--- config.mk ---
export PLATFORM = sky130hd
export DESIGN_NAME = aes_state_buffer_flat
export DESIGN_NICKNAME = d
export VERILOG_FILES = /design/src/rtl/aes_state_buffer_if.sv /design/src/rtl/aes_state_buffer.sv /design/src/flat_wrapper.sv
export SDC_FILE = /design/constraint.sdc
export NUM_CORES = 1
export LEC_CHECK = 0
export CAP_MARGIN = 25
export CORE_ASPECT_RATIO = 1.4
export CORE_MARGIN = 5
export CORE_UTILIZATION = 40
export DETAILED_ROUTE_END_ITERATION = 16
export HOLD_SLACK_MARGIN = 0.05
export PLACE_DENSITY_LB_ADDON = 0.15
export SETUP_SLACK_MARGIN = 0.02
export SYNTH_ARGS = -nofsm -noshare
export SYNTH_HDL_FRONTEND = slang
export SYNTH_SLANG_ARGS = --single-unit
--- constraint.sdc ---
create_clock -name clk -period 3.2 [get_ports clk]
set_input_delay 0.32 -clock clk [delete_from_list [all_inputs] [get_ports clk]]
set_output_delay 0.32 -clock clk [all_outputs]
set_load 0.01 [all_outputs]
--- src/rtl/aes_state_buffer_if.sv ---
// Load/unload stream, round-datapath and status bundle for aes_state_buffer.
// master = the buffer itself, slave = the surrounding byte interface and round logic.
interface aes_state_buffer_if #(
    parameter int DATA_W  = 8,
    parameter int BLOCK_W = 128
);
    localparam int BEATS = BLOCK_W / DATA_W;
    localparam int CNT_W = (BEATS > 1) ? $clog2(BEATS) : 1;

    logic [DATA_W-1:0]  in_data;
    logic               in_valid;
    logic               in_ready;
    logic               load_done;
    logic [BLOCK_W-1:0] state;
    logic [BLOCK_W-1:0] dnext;
    logic               wen;
    logic               round_done;
    logic [DATA_W-1:0]  out_data;
    logic               out_valid;
    logic               out_ready;
    logic               busy;
    logic [CNT_W-1:0]   beat_cnt;

    modport master (
        input  in_data, in_valid, dnext, wen, round_done, out_ready,
        output in_ready, load_done, state, out_data, out_valid, busy, beat_cnt
    );

    modport slave (
        output in_data, in_valid, dnext, wen, round_done, out_ready,
        input  in_ready, load_done, state, out_data, out_valid, busy, beat_cnt
    );
endinterface

--- src/rtl/aes_state_buffer.sv ---
// AES state register: packs DATA_W beats MSB-first, takes round updates, streams state back out.
// Latency: last load beat -> busy 1 cycle; round_done -> first out beat 1 cycle; turnaround 1 cycle.
// Backpressure: in_ready low outside LOAD; unload beat held stable while out_ready is low.
module aes_state_buffer #(
    parameter int DATA_W  = 8,
    parameter int BLOCK_W = 128
) (
    input  logic              clk,
    input  logic              rst,
    aes_state_buffer_if.master bus
);
    localparam int BEATS = BLOCK_W / DATA_W;
    localparam int CNT_W = (BEATS > 1) ? $clog2(BEATS) : 1;

    typedef enum logic [1:0] {
        LOAD  = 2'd0,
        BUSY  = 2'd1,
        DRAIN = 2'd2
    } fsm_t;

    fsm_t                           fsm_q, fsm_d;
    logic [BEATS-1:0][DATA_W-1:0]   blk_q, blk_d;
    logic [CNT_W-1:0]               cnt_q, cnt_d;
    logic [CNT_W-1:0]               idx;
    logic                           load_done_q, load_done_d;
    logic                           last_beat;
    logic                           in_ready;
    logic                           out_valid;
    logic                           busy;

    // Beat 0 sits in the most significant slot of the packed array.
    assign idx       = CNT_W'(BEATS - 1) - cnt_q;
    assign last_beat = (cnt_q == CNT_W'(BEATS - 1));

    always_ff @(posedge clk) begin
        if (rst) begin
            fsm_q       <= LOAD;
            blk_q       <= '0;
            cnt_q       <= '0;
            load_done_q <= 1'b0;
        end else begin
            fsm_q       <= fsm_d;
            blk_q       <= blk_d;
            cnt_q       <= cnt_d;
            load_done_q <= load_done_d;
        end
    end

    always_comb begin
        fsm_d       = fsm_q;
        blk_d       = blk_q;
        cnt_d       = cnt_q;
        load_done_d = 1'b0;
        in_ready    = 1'b0;
        out_valid   = 1'b0;
        busy        = 1'b0;
        case (fsm_q)
            LOAD: begin
                in_ready = 1'b1;
                if (bus.in_valid) begin
                    blk_d[idx] = bus.in_data;
                    if (last_beat) begin
                        cnt_d       = '0;
                        fsm_d       = BUSY;
                        load_done_d = 1'b1;
                    end else begin
                        cnt_d = cnt_q + CNT_W'(1);
                    end
                end
            end
            BUSY: begin
                busy = 1'b1;
                // A same-cycle wen and round_done drains the freshly written state.
                if (bus.wen)        blk_d = bus.dnext;
                if (bus.round_done) fsm_d = DRAIN;
            end
            DRAIN: begin
                out_valid = 1'b1;
                if (bus.out_ready) begin
                    if (last_beat) begin
                        cnt_d = '0;
                        fsm_d = LOAD;
                    end else begin
                        cnt_d = cnt_q + CNT_W'(1);
                    end
                end
            end
            default: begin
                fsm_d = LOAD;
                cnt_d = '0;
            end
        endcase
    end

    assign bus.in_ready  = in_ready;
    assign bus.out_valid = out_valid;
    assign bus.busy      = busy;
    assign bus.load_done = load_done_q;
    assign bus.state     = blk_q;
    assign bus.beat_cnt  = cnt_q;
    assign bus.out_data  = out_valid ? blk_q[idx] : '0;
endmodule

--- src/flat_wrapper.sv ---
// flat-port wrapper written by rule: the top's interface ports become plain ports
module aes_state_buffer_flat 
#(
    parameter int DATA_W  = 8,
    parameter int BLOCK_W = 128
)
  (clk, rst, bus_in_data, bus_in_valid, bus_dnext, bus_wen, bus_round_done, bus_out_ready, bus_in_ready, bus_load_done, bus_state, bus_out_data, bus_out_valid, bus_busy, bus_beat_cnt);
  aes_state_buffer_if #(.DATA_W(DATA_W), .BLOCK_W(BLOCK_W)) bus_i ();
  input  logic clk;
  input  logic rst;
  input wire logic [$bits(bus_i.in_data)-1:0] bus_in_data;
  input wire logic [$bits(bus_i.in_valid)-1:0] bus_in_valid;
  input wire logic [$bits(bus_i.dnext)-1:0] bus_dnext;
  input wire logic [$bits(bus_i.wen)-1:0] bus_wen;
  input wire logic [$bits(bus_i.round_done)-1:0] bus_round_done;
  input wire logic [$bits(bus_i.out_ready)-1:0] bus_out_ready;
  output wire logic [$bits(bus_i.in_ready)-1:0] bus_in_ready;
  output wire logic [$bits(bus_i.load_done)-1:0] bus_load_done;
  output wire logic [$bits(bus_i.state)-1:0] bus_state;
  output wire logic [$bits(bus_i.out_data)-1:0] bus_out_data;
  output wire logic [$bits(bus_i.out_valid)-1:0] bus_out_valid;
  output wire logic [$bits(bus_i.busy)-1:0] bus_busy;
  output wire logic [$bits(bus_i.beat_cnt)-1:0] bus_beat_cnt;
  assign bus_i.in_data = bus_in_data;
  assign bus_i.in_valid = bus_in_valid;
  assign bus_i.dnext = bus_dnext;
  assign bus_i.wen = bus_wen;
  assign bus_i.round_done = bus_round_done;
  assign bus_i.out_ready = bus_out_ready;
  assign bus_in_ready = bus_i.in_ready;
  assign bus_load_done = bus_i.load_done;
  assign bus_state = bus_i.state;
  assign bus_out_data = bus_i.out_data;
  assign bus_out_valid = bus_i.out_valid;
  assign bus_busy = bus_i.busy;
  assign bus_beat_cnt = bus_i.beat_cnt;
  aes_state_buffer #(.DATA_W(DATA_W), .BLOCK_W(BLOCK_W)) u_core (.clk(clk), .rst(rst), .bus(bus_i));
endmodule
; ---- Word level (Yosys, flattened, before mapping)
; Cells that the tools add are included.
[classes]
add_sub_neg = 2
n_mul = 0
div_mod_pow = 0
order_cmp = 2
eq_ne = 9
shift = 0
mux = 23
n_bitwise = 3
n_reduce_logical = 7
[op_table]
columns = op, n
row1 = 128-bit two-way mux, 2
row2 = 128-bit one-hot mux with 2 select lines, 1
row3 = 128-bit bitwise mux, 1
row4 = 8-bit binary-select mux with 4-bit select, 1
row5 = 8-bit demux with 4-bit select, 1
row6 = 8-bit two-way mux, 3
row7 = 4-bit two-way mux, 3
row8 = 4-bit one-hot mux with 3 select lines, 1
row9 = 2-bit two-way mux, 5
row10 = "2-bit inequality test, second input constant", 4
row11 = 2-bit one-hot mux with 3 select lines, 1
row12 = 3-bit AND reduction, 2
row13 = "4-bit by 5-bit less-than comparator with 1-bit output, second input constant", 1
row14 = 5-bit AND reduction, 1
row15 = "4-bit by 1-bit adder with 4-bit output, second input constant", 1
row16 = "4-bit equality test, second input constant", 1
row17 = "4-bit by 1-bit greater-or-equal comparator with 1-bit output, second input constant", 1
row18 = 1-bit two-way mux, 4
row19 = "2-bit by 1-bit inequality test with 1-bit output, second input constant", 2
row20 = "4-bit subtractor, first input constant", 1
row21 = 1-bit inverter, 3
row22 = 3-bit OR reduction, 1
row23 = "2-bit by 1-bit equality test with 1-bit output, second input constant", 1
row24 = "2-bit equality test, second input constant", 1
row25 = 3 further kinds, 3
[word_totals]
regBits = 135
latch_bits = 0
ram_bits = 0
mem_bits_ro = 0
input_bits = 142
out_inout_bits = 144
elab_cells = 65
n_memories = 0

; ---- Logic depth before layout (Yosys ltp)
[logic_depth]
depth_word = 8
depth_mapped = 10
ltp_nobuf = 6

; ---- Worst setup path after synthesis
; OpenSTA, ideal clock, no wires.
[synth_path]
kind = register to register
from = register u_core.cnt_q[1] (netlist: u_core.bus.beat_cnt[1])
to = register u_core.blk_q (netlist bit u_core.bus.state[113])
setup_time_ns = 0.086
arrival_time_ns = 2.363
slack_ns = 0.751
path_stages_with_launch = 11
n_path_buf = 4
cell_sequence = dfxtp_1 -> buf_2 -> buf_4 -> buf_2 -> inv_1 -> ha_1 -> clkbuf_2 -> or3b_2 -> a211oi_4 -> nor2_1 -> a211oi_1
[synth_between]
elab_chain_len = 8
[synth_lines]
columns = item, line
row1 = "start, declared", aes_state_buffer.sv:23  ; logic [CNT_W-1:0] cnt_q, cnt_d;
row2 = "start signal, assigned", aes_state_buffer.sv:44  ; cnt_q <= cnt_d;
row3 = 4-bit subtractor *, aes_state_buffer.sv:32  ; assign idx = CNT_W'(BEATS - 1) - cnt_q;
row4 = 4-bit by 5-bit less-than comparator with 1-bit output (implied by the code) / 4-bit by 1-bit greater-or-equal comparator with 1-bit output (equally long branches), aes_state_buffer.sv:61  ; blk_d[idx] = bus.in_data;
row5 = 1-bit logical AND (implied by the code), aes_state_buffer.sv:61
row6 = 8-bit two-way mux (implied by the code), aes_state_buffer.sv:61
row7 = 8-bit demux with 4-bit select *, n/a
row8 = 128-bit bitwise mux *, aes_state_buffer.sv:61
row9 = 128-bit two-way mux *, aes_state_buffer.sv:60  ; if (bus.in_valid) begin
row10 = 128-bit one-hot mux with 2 select lines *, aes_state_buffer.sv:57  ; case (fsm_q)
row11 = "end signal, assigned", aes_state_buffer.sv:43  ; blk_q <= blk_d;
row12 = "end, declared", aes_state_buffer.sv:22  ; logic [BEATS-1:0][DATA_W-1:0] blk_q, blk_d;
; Mark *: on every way between the ends. The rest lies on a longest branch, timed or not. The select of a mux whose other input is x is not followed.
; A chain may end at the register's enable or synchronous reset.

; ---- Final worst setup path
[layout_path]
from = register u_core.fsm_q[1]
to = output bus_out_data[3]
[layout_between]
elab_chain_len = 3
[layout_lines]
columns = item, line
row1 = "start, declared", aes_state_buffer.sv:21  ; fsm_t fsm_q, fsm_d;
row2 = "start signal, assigned", aes_state_buffer.sv:42  ; fsm_q <= fsm_d;
row3 = 2-bit equality test, aes_state_buffer.sv:57
row4 = 1-bit two-way mux, aes_state_buffer.sv:57
row5 = 8-bit two-way mux, aes_state_buffer.sv:101  ; assign bus.out_data = out_valid ? blk_q[idx] : '0;
row6 = "end, declared", flat_wrapper.sv:20  ; output wire logic [$bits(bus_i.out_data)-1:0] bus_out_data;
; No other way between the ends.

==> metrics.yaml <==
rsz0062_at_grt: "false"
routed_wl_um: 31900
numCtsBuffers: 17
critPathSlowestCell: "clkdlybuf4s50_1"
overflow: 0
seq_area_frac_synth_pct: 38.1
drv_cap: 0
startpoint_type: "flip-flop"
cp.required_ns: 2.88
finalNonFillerCells: 1261
fmax_ghz: 0.329
mostFrequentLayoutCells: "284 x clkdlybuf4s50_1, 133 x nor2_1, 132 x o22ai_1, 131 x dfxtp_1, 130 x a211oi_1"
synth_top_area_cell: "dfxtp_1"
drive_above_1_share_pct: 11.2
first_global_vias: 7776
nFillCells: 1530
status: "finished clean"
pwr_density_cell_nw_per_um2: 401
htree_levels: 4
cts.repair.resized: 1
met3_usage_pct: 7.35
grt_use_total_pct: 30.5
slew_headroom_pct: 33.2
rows: 57
yosysTopAreaCellShare_pct: 38.1
synth_seq_cells: 135
ant_nets: 0
syn_area_um2: 7090
finalCritPeriodShare_pct: 94.9
max_stage_delay_ns: 0.61
synthTopCellsByArea: "dfxtp_1 38%, a211oi_1 14%, o22ai_1 12%, mux4_2 7.6%, nor2_1 7.1%"
p_leak_nw: 3.29
tightestPinTransition_ns: 0.999
syn_area_per_cell_um2: 9.19
via_count: 7874
post_cts_buffers: 0
cts_tree: "built"
finalSetupViolations: 0
met1_usage_pct: 38.5
cp_max_fo: 12
numClockSinks: 135
grt-busiest-layer: "met2"
cts_hold_buf: 0
ir_drop_v: 0.000326
cp_common_cell: "o21ai_0"
worstSkewPairLatency_ns: 0.42
fin_worst_skew_ns: 0.00709
setup-tns-final_ns: 0
viasPerCell: 6.24
cts_root_buf: "clkbuf_16"
syn_inst: 772
worstPathArrival_ns: 2.72
n_antenna_cell: 0
io_pins: 286
syn-num-nets: 918
critical_path_class: "flip-flop to output pin"
drcViolationCount: 0
die_y_um: 168
gp_congestion: 0.924
grt_start_max_net_pins: 74
hpwl_um: 22700
initial_core_util_pct: 40.8
grt_util_met2_pct: 47.9
slew_viol_final: 0
finalCriticalPeriod_ns: 3.04
hold_viol: 0
nNetsFinal: 1159
yosysWarnings: 0
wl_per_cell_um: 25.3
ys_types: 36
portBuffers: 285
die-area_um2: 20500
syn_to_final_growth_pct: 50.6
antenna_found_initial: 0
dieWidth_um: 123
design.core.area_um2: 17400
cts_max_path_buffers: 2
grt_first_pass_wirelength_um: 47800
final_common_cell: "clkdlybuf4s50_1"
holdCritPathClass: "input pin to flip-flop"
dp_cells: 1230
drt_first_pass_iters: 5
worstPathCellList: "or3b_2 -> a221oi_1 -> o21ai_0 -> o21ai_0 -> clkdlybuf4s50_1"
path_clk_slew_ns: 0.06
drtIter0Drc: 839
end_kind: "output pin"
worst max-delay path: cells and delay by family, from the launching register on:
family | cells | cell delay [ns]
AO/OA/AOI/OAI | 3 | 0.66
AND/OR/NAND/NOR | 1 | 0.59
buffers and inverters | 1 | 0.61
flip-flops | 1 | 0.43
Yosys cell counts, drive strengths merged:
master and number:
nand2b 4, o21ai 13, nand3 16, and2 2, dfxtp 135, nand4 5
nor2b 6, nor3 2, xnor2 2, mux2 3, nor2 134, o22ai 132
and3 1, clkbuf 43, nand2 1, a221oi 6, mux4 24, mux2i 24
a31o 2, a211oi 146, buf 45, or3b 6, a22oi 1, xor2 1
nor4 1, ha 4, nand3b 8, o211ai 2, inv 3
layer usage:
metal / vias to the layer above / wire (um)
met5: - / 0
met2: 537 / 14900
met3: 86 / 3280
met1: 3757 / 12100
met4: 0 / 1570
li1: 3494 / -
power breakdown:
| group | internal (mW) | total (mW) | leakage [nW] | switching (mW) |
|---|---|---|---|---|
| Sequential | 1.71 | 1.76 | 1.09 | 0.0530 |
| Combinational | 0.321 | 0.608 | 1.93 | 0.287 |
| Clock | 1.09 | 1.91 | 0.266 | 0.817 |
| Total | 3.12 | 4.28 | 3.29 | 1.16 |
metrics by stage:
step / utilization (%) / setup WS [ns] / power [mW] / hold slack, ns / instance area [um2]
after floorplan: - / 0.751 / 2.05 / 0.482 / 7090
after global placement: 58.1 / 0.546 / 2.39 / 0.502 / 10100
after detailed placement: 58.1 / 0.476 / 2.40 / 0.511 / 10100
after CTS: 61.4 / 0.117 / 4.28 / 0.460 / 10700
after global routing: 61.4 / 0.0389 / 4.41 / 0.480 / 10700
final: 61.4 / 0.163 / 4.28 / 0.465 / 10700
area by class of cell:
class | instances | area, um2 | area share (%)
multi-input cells | 546 | 4000 | 37.5
clock buffers | 18 | 439 | 4.11
inverters | 3 | 11.3 | 0.105
well taps | 236 | 295 | 2.76
repair buffers | 310 | 3100 | 29.0
flip-flops and latches | 135 | 2710 | 25.4
clock inverters | 13 | 123 | 1.15
state kept, by name, indices dropped and copies added (netlist names):
register,count
u_core.bus.state,128
u_core.bus.beat_cnt,4
u_core.fsm_q,2
u_core.bus.load_done,1
kinds of logic (layout without fill, tap and decap cells):
| kind of cell | after synthesis | in the layout | synth area share [%] |
|---|---|---|---|
| xor+xnor | 3 | 3 | 0.371 |
| buf+inv | 91 | 344 | 5.66 |
| fa+ha+maj | 4 | 4 | 0.706 |
| simple gates | 186 | 186 | 11.7 |
| compound gates | 302 | 302 | 31.8 |
| mux | 51 | 51 | 11.7 |
| flops | 135 | 135 | 38.1 |
worst paths after layout:
check | startpoint | end | cells after the start | slack (ns)
worst min-delay path | rst | u_core.fsm_q[1]$_SDFFE_PP0P_ | 2 | 0.46
worst max-delay path | u_core.fsm_q[1]$_SDFFE_PP0P_ | bus_out_data[3] | 5 | 0.16
worst max register to register | u_core.bus.beat_cnt[1]$_SDFFE_PP0P_ | u_core.bus.state[105]$_SDFFE_PP0P_ | 6 | 0.66
worst min register to register | u_core.bus.state[57]$_SDFFE_PP0P_ | u_core.bus.state[57]$_SDFFE_PP0P_ | 2 | 0.52
(Power assumes the default switching activity.)
